`config.mk`:
```
export PLATFORM = sky130hd
export DESIGN_NAME = lsu_arbiter_flat
export DESIGN_NICKNAME = d
export VERILOG_FILES = /design/src/rtl/lsu_arbiter_if.sv /design/src/rtl/lsu_arbiter.sv /design/src/flat_wrapper.sv
export SDC_FILE = /design/constraint.sdc
export NUM_CORES = 1
export LEC_CHECK = 0
export CAP_MARGIN = 15
export CORE_AREA = 4 4 107 109
export DETAILED_ROUTE_END_ITERATION = 12
export DIE_AREA = 0 0 111 113
export GPL_TIMING_DRIVEN = 0
export PLACE_DENSITY = 0.74
export SLEW_MARGIN = 5
export SYNTH_ARGS = -nofsm -noshare
export SYNTH_HDL_FRONTEND = slang
export SYNTH_SLANG_ARGS = --single-unit
```
`constraint.sdc`:
```
create_clock -name i_clk -period 2.5 [get_ports i_clk]
set_clock_uncertainty 0.1 [all_clocks]
set_input_delay 0.5 -clock i_clk [delete_from_list [all_inputs] [get_ports i_clk]]
set_output_delay 0.5 -clock i_clk [all_outputs]
set_load 0.01 [all_outputs]
```
`src/rtl/lsu_arbiter_if.sv`:
```
// Bus bundle between the two LSU requesters, the arbiter and the LSU.
// The slave modport is the arbiter's view; master is the requester/LSU side.
interface lsu_arbiter_if;
  logic        i_req0;
  logic        i_req1;
  logic        i_wren0;
  logic        i_wren1;
  logic [31:0] i_addr0;
  logic [31:0] i_addr1;
  logic [31:0] i_wdata0;
  logic [31:0] i_wdata1;
  logic [3:0]  i_mask0;
  logic [3:0]  i_mask1;
  logic        i_lock0;
  logic        i_lock1;
  logic        o_gnt0;
  logic        o_gnt1;
  logic        o_rvalid0;
  logic        o_rvalid1;
  logic [31:0] o_rdata;
  logic [31:0] o_lsu_addr;
  logic [31:0] o_lsu_stdata;
  logic        o_lsu_wren;
  logic [3:0]  o_lsu_mask;
  logic [31:0] i_lsu_lddata;

  modport slave (
    input  i_req0, i_req1, i_wren0, i_wren1, i_addr0, i_addr1,
           i_wdata0, i_wdata1, i_mask0, i_mask1, i_lock0, i_lock1,
           i_lsu_lddata,
    output o_gnt0, o_gnt1, o_rvalid0, o_rvalid1, o_rdata,
           o_lsu_addr, o_lsu_stdata, o_lsu_wren, o_lsu_mask
  );

  modport master (
    output i_req0, i_req1, i_wren0, i_wren1, i_addr0, i_addr1,
           i_wdata0, i_wdata1, i_mask0, i_mask1, i_lock0, i_lock1,
           i_lsu_lddata,
    input  o_gnt0, o_gnt1, o_rvalid0, o_rvalid1, o_rdata,
           o_lsu_addr, o_lsu_stdata, o_lsu_wren, o_lsu_mask
  );
endinterface

```
`src/rtl/lsu_arbiter.sv`:
```
// Two-port round-robin arbiter in front of a single LSU, with bounded lock bursts
// and a registered, shared load-data return path.
module lsu_arbiter #(
  parameter int unsigned MAX_BURST = 4
) (
  input  logic          i_clk,
  input  logic          i_reset,
  lsu_arbiter_if.slave  bus
);

  localparam logic [1:0] IDLE = 2'd0;
  localparam logic [1:0] OWN0 = 2'd1;
  localparam logic [1:0] OWN1 = 2'd2;

  localparam logic [3:0] LAST_BEAT = 4'(MAX_BURST - 1);

  logic [1:0]  owner;
  logic [1:0]  owner_nxt;
  logic        ptr;
  logic        ptr_nxt;
  logic [3:0]  cnt;
  logic [3:0]  cnt_nxt;
  logic        gnt0;
  logic        gnt1;
  logic        rel0;
  logic        rel1;
  logic        rvalid0;
  logic        rvalid1;
  logic [31:0] rdata;

  assign gnt0 = (owner == OWN0) & bus.i_req0;
  assign gnt1 = (owner == OWN1) & bus.i_req1;

  assign rel0 = ~bus.i_req0 | ~bus.i_lock0 | (cnt == LAST_BEAT);
  assign rel1 = ~bus.i_req1 | ~bus.i_lock1 | (cnt == LAST_BEAT);

  // Release hands straight to the other port when it is waiting, so the
  // handoff costs no idle cycle.
  always_comb begin
    owner_nxt = owner;
    ptr_nxt   = ptr;
    cnt_nxt   = cnt;
    case (owner)
      IDLE: begin
        cnt_nxt = '0;
        if (bus.i_req0 & bus.i_req1) owner_nxt = ptr ? OWN1 : OWN0;
        else if (bus.i_req0)         owner_nxt = OWN0;
        else if (bus.i_req1)         owner_nxt = OWN1;
      end
      OWN0: begin
        if (rel0) begin
          owner_nxt = bus.i_req1 ? OWN1 : IDLE;
          ptr_nxt   = 1'b1;
          cnt_nxt   = '0;
        end else begin
          cnt_nxt = cnt + 4'd1;
        end
      end
      OWN1: begin
        if (rel1) begin
          owner_nxt = bus.i_req0 ? OWN0 : IDLE;
          ptr_nxt   = 1'b0;
          cnt_nxt   = '0;
        end else begin
          cnt_nxt = cnt + 4'd1;
        end
      end
      default: begin
        owner_nxt = IDLE;
        cnt_nxt   = '0;
      end
    endcase
  end

  always_ff @(posedge i_clk or negedge i_reset) begin
    if (!i_reset) begin
      owner <= IDLE;
      ptr   <= 1'b0;
      cnt   <= '0;
    end else begin
      owner <= owner_nxt;
      ptr   <= ptr_nxt;
      cnt   <= cnt_nxt;
    end
  end

  // Grants are mutually exclusive, so one shared data register serves both ports.
  always_ff @(posedge i_clk or negedge i_reset) begin
    if (!i_reset) begin
      rvalid0 <= 1'b0;
      rvalid1 <= 1'b0;
      rdata   <= '0;
    end else begin
      rvalid0 <= gnt0 & ~bus.i_wren0;
      rvalid1 <= gnt1 & ~bus.i_wren1;
      if ((gnt0 & ~bus.i_wren0) | (gnt1 & ~bus.i_wren1)) rdata <= bus.i_lsu_lddata;
    end
  end

  always_comb begin
    bus.o_lsu_addr   = '0;
    bus.o_lsu_stdata = '0;
    bus.o_lsu_wren   = 1'b0;
    bus.o_lsu_mask   = '0;
    case (owner)
      OWN0: begin
        bus.o_lsu_addr   = bus.i_addr0;
        bus.o_lsu_stdata = bus.i_wdata0;
        bus.o_lsu_wren   = bus.i_wren0 & bus.i_req0;
        bus.o_lsu_mask   = bus.i_req0 ? bus.i_mask0 : '0;
      end
      OWN1: begin
        bus.o_lsu_addr   = bus.i_addr1;
        bus.o_lsu_stdata = bus.i_wdata1;
        bus.o_lsu_wren   = bus.i_wren1 & bus.i_req1;
        bus.o_lsu_mask   = bus.i_req1 ? bus.i_mask1 : '0;
      end
      default: ;
    endcase
  end

  assign bus.o_gnt0    = gnt0;
  assign bus.o_gnt1    = gnt1;
  assign bus.o_rvalid0 = rvalid0;
  assign bus.o_rvalid1 = rvalid1;
  assign bus.o_rdata   = rdata;

endmodule
```
`src/flat_wrapper.sv`:
```
// flat-port wrapper written by rule: the top's interface ports become plain ports
module lsu_arbiter_flat 
#(
  parameter int unsigned MAX_BURST = 4
)
  (i_clk, i_reset, bus_i_req0, bus_i_req1, bus_i_wren0, bus_i_wren1, bus_i_addr0, bus_i_addr1, bus_i_wdata0, bus_i_wdata1, bus_i_mask0, bus_i_mask1, bus_i_lock0, bus_i_lock1, bus_i_lsu_lddata, bus_o_gnt0, bus_o_gnt1, bus_o_rvalid0, bus_o_rvalid1, bus_o_rdata, bus_o_lsu_addr, bus_o_lsu_stdata, bus_o_lsu_wren, bus_o_lsu_mask);
  lsu_arbiter_if bus_i ();
  input  logic i_clk;
  input  logic i_reset;
  input wire logic [$bits(bus_i.i_req0)-1:0] bus_i_req0;
  input wire logic [$bits(bus_i.i_req1)-1:0] bus_i_req1;
  input wire logic [$bits(bus_i.i_wren0)-1:0] bus_i_wren0;
  input wire logic [$bits(bus_i.i_wren1)-1:0] bus_i_wren1;
  input wire logic [$bits(bus_i.i_addr0)-1:0] bus_i_addr0;
  input wire logic [$bits(bus_i.i_addr1)-1:0] bus_i_addr1;
  input wire logic [$bits(bus_i.i_wdata0)-1:0] bus_i_wdata0;
  input wire logic [$bits(bus_i.i_wdata1)-1:0] bus_i_wdata1;
  input wire logic [$bits(bus_i.i_mask0)-1:0] bus_i_mask0;
  input wire logic [$bits(bus_i.i_mask1)-1:0] bus_i_mask1;
  input wire logic [$bits(bus_i.i_lock0)-1:0] bus_i_lock0;
  input wire logic [$bits(bus_i.i_lock1)-1:0] bus_i_lock1;
  input wire logic [$bits(bus_i.i_lsu_lddata)-1:0] bus_i_lsu_lddata;
  output wire logic [$bits(bus_i.o_gnt0)-1:0] bus_o_gnt0;
  output wire logic [$bits(bus_i.o_gnt1)-1:0] bus_o_gnt1;
  output wire logic [$bits(bus_i.o_rvalid0)-1:0] bus_o_rvalid0;
  output wire logic [$bits(bus_i.o_rvalid1)-1:0] bus_o_rvalid1;
  output wire logic [$bits(bus_i.o_rdata)-1:0] bus_o_rdata;
  output wire logic [$bits(bus_i.o_lsu_addr)-1:0] bus_o_lsu_addr;
  output wire logic [$bits(bus_i.o_lsu_stdata)-1:0] bus_o_lsu_stdata;
  output wire logic [$bits(bus_i.o_lsu_wren)-1:0] bus_o_lsu_wren;
  output wire logic [$bits(bus_i.o_lsu_mask)-1:0] bus_o_lsu_mask;
  assign bus_i.i_req0 = bus_i_req0;
  assign bus_i.i_req1 = bus_i_req1;
  assign bus_i.i_wren0 = bus_i_wren0;
  assign bus_i.i_wren1 = bus_i_wren1;
  assign bus_i.i_addr0 = bus_i_addr0;
  assign bus_i.i_addr1 = bus_i_addr1;
  assign bus_i.i_wdata0 = bus_i_wdata0;
  assign bus_i.i_wdata1 = bus_i_wdata1;
  assign bus_i.i_mask0 = bus_i_mask0;
  assign bus_i.i_mask1 = bus_i_mask1;
  assign bus_i.i_lock0 = bus_i_lock0;
  assign bus_i.i_lock1 = bus_i_lock1;
  assign bus_i.i_lsu_lddata = bus_i_lsu_lddata;
  assign bus_o_gnt0 = bus_i.o_gnt0;
  assign bus_o_gnt1 = bus_i.o_gnt1;
  assign bus_o_rvalid0 = bus_i.o_rvalid0;
  assign bus_o_rvalid1 = bus_i.o_rvalid1;
  assign bus_o_rdata = bus_i.o_rdata;
  assign bus_o_lsu_addr = bus_i.o_lsu_addr;
  assign bus_o_lsu_stdata = bus_i.o_lsu_stdata;
  assign bus_o_lsu_wren = bus_i.o_lsu_wren;
  assign bus_o_lsu_mask = bus_i.o_lsu_mask;
  lsu_arbiter #(.MAX_BURST(MAX_BURST)) u_core (.i_clk(i_clk), .i_reset(i_reset), .bus(bus_i));
endmodule
```
# After elaboration in Yosys (flattened, before gate mapping)

Index checks and enable logic that the tools add are counted.

Word-level logic and storage cells: 56
Register bits: 41

Mux-type cells: 21
Add/subtract/negate cells: 1
Equal/unequal tests: 6
Reduce and logical (&&, ||, !) cells: 4
Bitwise logic cells: 18

Operator list:

| operator            | count |
|---|---|
| $pmux 32 s2         | 2 |
| $mux 4              | 4 |
| $pmux 4 s2          | 2 |
| $mux 2              | 7 |
| $and 1x1->1         | 7 |
| $not 1->1           | 6 |
| $pmux 2 s3          | 1 |
| $reduce_and 3->1    | 2 |
| $or 1x1->1          | 5 |
| $add 4x1->4 const B | 1 |
| $eq 4x2->1 const B  | 1 |
| $ne 2x1->1 const B  | 2 |
| $ne 4x3->1 const B  | 1 |
| $pmux 1 s2          | 2 |
| $mux 1              | 3 |
| $eq 2x1->1 const B  | 1 |
| $eq 2x2->1 const B  | 1 |
| $logic_not 2->1     | 1 |
| $reduce_bool 2->1   | 1 |

# Logic depth before layout (Yosys ltp)

Gate-level depths: netlist of run 1.

Depth after elaboration: 5
Mapped depth: 6
Gate-level depth less buffers: 6

# Least setup slack after synthesis of run 1

OpenSTA, ideal clock, no wires.

Path type: register to output
Start point: reg u_core.owner[0]
End point: out bus_o_lsu_addr[22]
Arrival time: 1.427 ns
Setup slack: 0.473 ns
Path buffers: 2
Data required time: 1.900 ns
Cell stages (with the launch flop): 7
Path through: dfrtp_1 inv_1 ha_1 buf_2 buf_1 a22oi_1 nor2b_1

Word-level cells in the longest chain between the ends: 2

RTL lines:

| item                                            | RTL line           | text |
|---|---|---|
| start: declaration                              | lsu_arbiter.sv:17  | `logic [1:0] owner;` |
| start signal: assignment                        | lsu_arbiter.sv:81  | `owner <= owner_nxt;` |
| $eq 2x2->1 / $eq 2x1->1 (equally long branches) | lsu_arbiter.sv:105 | `case (owner)` |
| $pmux 32 s2 (*)                                 | lsu_arbiter.sv:105 |  |
| end: declaration                                | flat_wrapper.sv:28 | `output wire logic [$bits(bus_i.o_lsu_addr)-1:0] bus_o_lsu_addr;` |

Mark *: on every way between the ends. The rest lies on a longest branch, timed or not.

# Worst setup path after layout of run 1

Start point: reg u_core.owner[0]
End point: out bus_o_lsu_addr[27]

Same word-level chain as after synthesis.

==> results.toml, run 1 <==
[setup_path]
arrival_ns = 1.83
timing.critical_path.to = "bus_o_lsu_addr[27]"
cp-startpoint = "u_core.owner[0]"
regToRegEndpoint = "u_core.bus.o_rdata[23]"
r2r_cells = 6
reg2reg_slack_ns = 0.64
worst_path_largest_cell_delay_ns = 0.43
worstSetupEndpointType = "output pin"
worst-path-buf-inv = 4
rr_startpoint = "u_core.owner[0]"
slowest_stage = "dfrtp_2"
path_cells = "buf_4 -> ha_4 -> buf_8 -> buf_6 -> a22oi_2 -> nor2b_1 -> dlygate4sd2_1"
crit_cells = 7
cp_max_fo = 10
critical_path.top_delay_family = "buffers and inverters"
cp_data_required_time_ns = 1.90
critical_path_class = "reg -> out"
cp-start-kind = "flip-flop"

[grt]
antenna_found_initial = 0
grt_pass1_vias = 3581
grt_pass1_wl_microns = 18400
grt_max_degree = 37
overflow = 0
grtUsageTotal = 0.179

[detailed_routing]
dr.pass1.iters = 4
wl_met3_microns = 999
num_vias = 3306
via_per_inst = 4.68
routed.top_layer = "met4"
routed_wl_microns = 12000
drtIter0Drc = 119
avgRoutedWirePerCell_microns = 17.0
drc = 0
met2WireLength_microns = 6100
wl_met1_microns = 4700
postRouteAntennaNets = 0

[clock_network]
clkTransAtPathRegs_ns = 0.08
cts_tree = "done"
clkSinkCount = 41
numCtsBuffers = 5
cts_root_buf = "clkbuf_8"
htreeDepth = 2
clk_path_buf_depth = 2
worstSkewPairLatency_ns = 0.28

[power_and_ir_drop]
total_leakage_power_nw = 2.41
ir_drop_uv = 431
cell_internal_pwr_mw = 3.30
p_clk_frac = 0.078
pwr-share-comb = 0.715
seqPwrFrac = 0.206
power_density_nw_per_um2 = 893
p_sw_mw = 2.02
sw_frac_of_total = 0.380
power_mw = 5.33

[yosys]
syn-cell-area_sq_um = 2730
ys_async_sr_fraction = 1.00
syn-num-nets = 456
synth.top_cell.area_share = 0.375
synth_flop_cell = "dfrtp_1"
yosysSeqAreaShare = 0.375
yosysWarnings = 0
synth_common_cells = "a22oi_1, nor2b_1, dfrtp_1"
synth-edff-count = 0
synth_top_area_cell = "dfrtp_1"
synthCells = 275
synth_area_leaders = "dfrtp_1, a22oi_1, nor2b_1"
yosysUniqueCellTypes = 26
synth-seq-cells = 41
syn_avg_cell_area_sq_um = 9.94

[timing]
worstMarginPinSlew_ns = 0.297
fin_crit_sh = 0.973
setup_viol_count_final = 0
final_hold_viol_count = 0
max_freq_mhz = 411
post-route-min-period_ns = 2.43
max-slew-margin-rel = 0.802
holdWs_ns = 0.369
report.final.slew_viol_count = 0
rsz0062_at_grt = "true"

[final_layout]
finalNetCount = 746
drive_gt1_frac = 0.207
num_antenna_cells = 0
postLayoutCellArea_sq_um = 5970
syn_to_final_growth_pct = 118

[place]
port_buffers = 280
hpwl_microns = 10200
postPlaceCellArea_sq_um = 5730
place_congestion = 0.851

[run]
drv_cap = 0

[die]
ios = 281
die_h_microns = 113
num_rows = 38
die_area_sq_um = 12500
design.core.area_sq_um = 10600
die_w_microns = 111
start_util = 0.258

[status]
status = "finished clean"

[hold_path]
hold_path_class = "reg -> reg"
## sequential cells by signal, indices dropped and copies added (netlist names)
name,flops
u_core.owner,2
u_core.bus.o_rdata,32
u_core.bus.o_rvalid0,1
u_core.ptr,1
u_core.cnt,4
u_core.bus.o_rvalid1,1
## repair_timing
action | in CTS | in global routing
hold endpoints to repair | 5 | 0
pin swaps | 0 | 0
hold buffers | 1 | 0
resized for setup | 132 | 75
setup buffers | 2 | 0
endpoints found under the setup margin | 71 | 61
## power groups by stage
stage | Clock, mW | Combinational, mW | Sequential [mW]
final | 0.416 | 3.81 | 1.10
after global routing | 0.466 | 4.10 | 1.14
after CTS | 0.435 | 3.76 | 1.10
after detailed placement | 0 | 3.69 | 1.12
after global placement | 0 | 3.63 | 1.10
after floorplan | 0 | 1.66 | 1.24
## metal layers
metal | vias to the layer above | GRT usage
li1 | 1579 | -
met1 | 1546 | 0.208
met2 | 163 | 0.329
met3 | 18 | 0.0471
met4 | 0 | 0.0402
met5 | - | 0
## through the flow
stage          setup slack (ns)  std cells  setup TNS [ns]  utilization
6_report                 0.0675        706               0        0.563
5_1_grt                -0.00886        706         -0.0122        0.563
4_1_cts                -0.00299        706        -0.00379        0.557
3_5_place_dp             -0.368        696          -20.80        0.540
3_3_place_gp             -0.339        695          -25.21        0.539
2_1_floorplan             0.473        275               0            -
## placed cells by master (no fill, tap or decap), drive strengths merged
master | netlist | layout
o21ai | 2 | 2
and3 | 3 | 3
nand2 | 3 | 3
o22ai | 1 | 1
dlygate4sd2 | 0 | 31
clkdlybuf4s50 | 0 | 208
or2 | 1 | 1
ha | 5 | 5
buf | 14 | 19
a22oi | 69 | 69
a32o | 2 | 2
mux2 | 32 | 32
a21o | 2 | 2
nor2 | 5 | 5
dfrtp | 41 | 41
nor2b | 69 | 69
clkinvlp | 0 | 1
clkinv | 0 | 2
nand3 | 2 | 2
inv | 5 | 5
xnor2 | 2 | 2
nand2b | 2 | 2
a31oi | 1 | 1
or3b | 1 | 1
a21oi | 2 | 2
dlygate4sd3 | 0 | 1
clkdlybuf4s15 | 0 | 21
clkbuf | 11 | 33
## cell type report
type | count | area (sq um)
sequential | 41 | 1030
clock buffer | 5 | 68.8
fill | 957 | 4640
multi-input combinational | 204 | 1710
timing repair buffer | 284 | 2710
tap | 140 | 175
clock inverter | 3 | 17.5
buffer | 24 | 235
inverter | 5 | 18.8
## cells by family after synthesis
kind of cell,Yosys count,share of synthesized area
DFF,41,0.375
buffers and inverters,30,0.0535
and+or+nand+nor,86,0.189
xor gates and xnor gates,2,0.00641
adders and majority gates,5,0.0229
AOI/OAI and AO/OA,79,0.221
muxes,32,0.132
## worst min-delay path by stage
| stage | startpoint | to | cells after the start |
|---|---|---|---|
| after floorplan | i_reset | u_core.bus.o_rdata[0] | 0 |
| after global placement | u_core.cnt[0] | u_core.cnt[0] | 1 |
| after detailed placement | i_reset | u_core.bus.o_rdata[13] | 1 |
| after CTS | u_core.cnt[0] | u_core.cnt[0] | 1 |
| after global routing | u_core.cnt[0] | u_core.cnt[0] | 1 |
| final | u_core.cnt[0] | u_core.cnt[0] | 1 |
## worst register-to-register path, stage by stage, from the launching register on
cell	delay [ns]
dfrtp_2	0.43
inv_2	0.11
ha_4	0.18
nand2_2	0.09
o22ai_4	0.28
buf_6	0.20
mux2_2	0.34
Note: power is estimated with default switching activity, not from simulation.
==> inputs of run 2 (changes only) <==
--- a/config.mk
+++ b/config.mk
@@ -9,7 +9,6 @@
 export CORE_AREA = 4 4 107 109
 export DETAILED_ROUTE_END_ITERATION = 12
 export DIE_AREA = 0 0 111 113
-export GPL_TIMING_DRIVEN = 0
 export PLACE_DENSITY = 0.74
 export SLEW_MARGIN = 5
 export SYNTH_ARGS = -nofsm -noshare
==> run 2 against run 1 <==
Cell count fell by 0.71%. Maximum frequency fell by 1.4%. Sequential cell count did not move.
==> results.toml, run 2 (synthesis gave the netlist of run 1 again) <==
[final_layout]
largest_reg_flops = 32
utilization = 0.570
final_common_cell = "clkdlybuf4s50_1"
finalNetCount = 741
drive_gt1_frac = 0.164
layout_common_cells = "clkdlybuf4s50_1, nor2b_1, a22oi_1"
syn_to_final_growth_pct = 121
num_antenna_cells = 0

[status]
status = "finished clean"

[detailed_routing]
drtIter0Drc = 100
drc = 0
num_vias = 3266
via_per_inst = 4.66
routed_wl_microns = 12100
postRouteAntennaNets = 0
dr.pass1.iters = 4
avgRoutedWirePerCell_microns = 17.2

[grt]
antenna_found_initial = 0
grt_max_degree = 42
grt_pass1_vias = 3405
grt_pass1_wl_microns = 18000
grtUsageTotal = 0.177
overflow = 0

[run]
drv_cap = 0

[die]
num_rows = 38
die_h_microns = 113
die_w_microns = 111
die_area_sq_um = 12500
ios = 281
design.core.area_sq_um = 10600
start_util = 0.258

[place]
port_buffers = 280
hpwl_microns = 9520
place_congestion = 0.782

[setup_path]
arrival_ns = 1.87
reg2reg_slack_ns = 0.49
worst_path_largest_cell_delay_ns = 0.40
critical_path_class = "reg -> out"
critical_path.top_delay_family = "buffers and inverters"
path_cells = "buf_4 -> ha_4 -> nand2_1 -> inv_2 -> buf_4 -> a22oi_1 -> nor2b_1 -> dlygate4sd2_1"
cp_max_fo = 5
worstSetupEndpointType = "output pin"
cp_data_required_time_ns = 1.90
slowest_stage = "dfrtp_1"
worst-path-buf-inv = 4
cp-start-kind = "flip-flop"
critPathMostFrequentCell = "buf_4"

[timing]
max-slew-margin-rel = 0.400
worstMarginPinSlew_ns = 0.900
report.final.slew_viol_count = 0
rsz0062_at_grt = "true"
post-route-min-period_ns = 2.47
final.setup.tns_ns = 0
max_freq_mhz = 406
setup_viol_count_final = 0
fin_crit_sh = 0.986
final_hold_viol_count = 0

[clock_network]
worstSkewPairLatency_ns = 0.28
clkTransAtPathRegs_ns = 0.08
cts_root_buf = "clkbuf_8"
htreeDepth = 2
cts_tree = "done"
clk_path_buf_depth = 2
numCtsBuffers = 5
clkSinkCount = 41

[power_and_ir_drop]
total_leakage_power_nw = 2.52
power_density_nw_per_um2 = 902
ir_drop_uv = 452
power_mw = 5.45

[hold_path]
hold_path_class = "in -> async"
==> run 2: changes by cell type in the layout (fill, tap and decap cells not counted), sizes merged, moves of 2 or more <==
cell	previous run	this run
buf	19	22
bufbuf	0	2
clkbuf	33	12
clkdlybuf4s15	21	17
dlygate4sd2	31	47
dlymetal6s2s	0	2
==> run 2: layout make-up <==
type	instances	area [sq um]
multi-input cells	204	1690
well taps	140	175
repair buffers	303	3040
inverters	5	18.8
fillers	906	4560
flip-flops and latches	41	1030
clock inverters	1	5.00
clock buffers	7	96.3
==> run 2: path summary, 6_finish.rpt <==
kind                                          end  cells after the start       startpoint
setup / recovery                bus_o_lsu_mask[2]                      8  u_core.owner[0]
hold / removal             u_core.bus.o_rdata[12]                      1          i_reset
setup reg to reg                  u_core.owner[1]                      7  u_core.owner[0]
hold reg to reg                     u_core.cnt[0]                      1    u_core.cnt[0]
max in group asynchronous  u_core.bus.o_rdata[26]                      1          i_reset
min in group i_clk                  u_core.cnt[0]                      1    u_core.cnt[0]
==> run 2: what timing repair did <==
item,in CTS,in global routing
setup buffers,2,3
pin swaps,0,1
gates resized for setup,78,47
cloned,3,0
endpoints found under the hold margin,0,0
setup endpoints to repair,71,30
hold buffers,0,0
==> run 2: where the power goes <==
| part | switching [mW] | leakage, nW | internal (mW) | total [mW] |
|---|---|---|---|---|
| logic | 1.65 | 1.96 | 2.24 | 3.89 |
| clock network | 0.212 | 0.0542 | 0.249 | 0.461 |
| registers | 0.145 | 0.498 | 0.954 | 1.10 |
==> run 2: through the flow <==
stage                     instances  hold slack, ns  cell area [sq um]  setup slack (ns)
after floorplan                 275           0.104               2730             0.473
after global placement          685           0.345               5770            -0.149
after detailed placement        685           0.358               5770            -0.205
after CTS                       698           0.274               5930           0.00498
after global routing            701           0.312               6050           -0.0429
final                           701           0.244               6050            0.0341
==> run 2: metal layers <==
layer	global-route usage	share of wire	up-vias
met5	0	0	-
met4	0.0369	0.011	0
met3	0.0497	0.079	10
met2	0.332	0.52	163
met1	0.200	0.39	1522
li1	-	-	1571
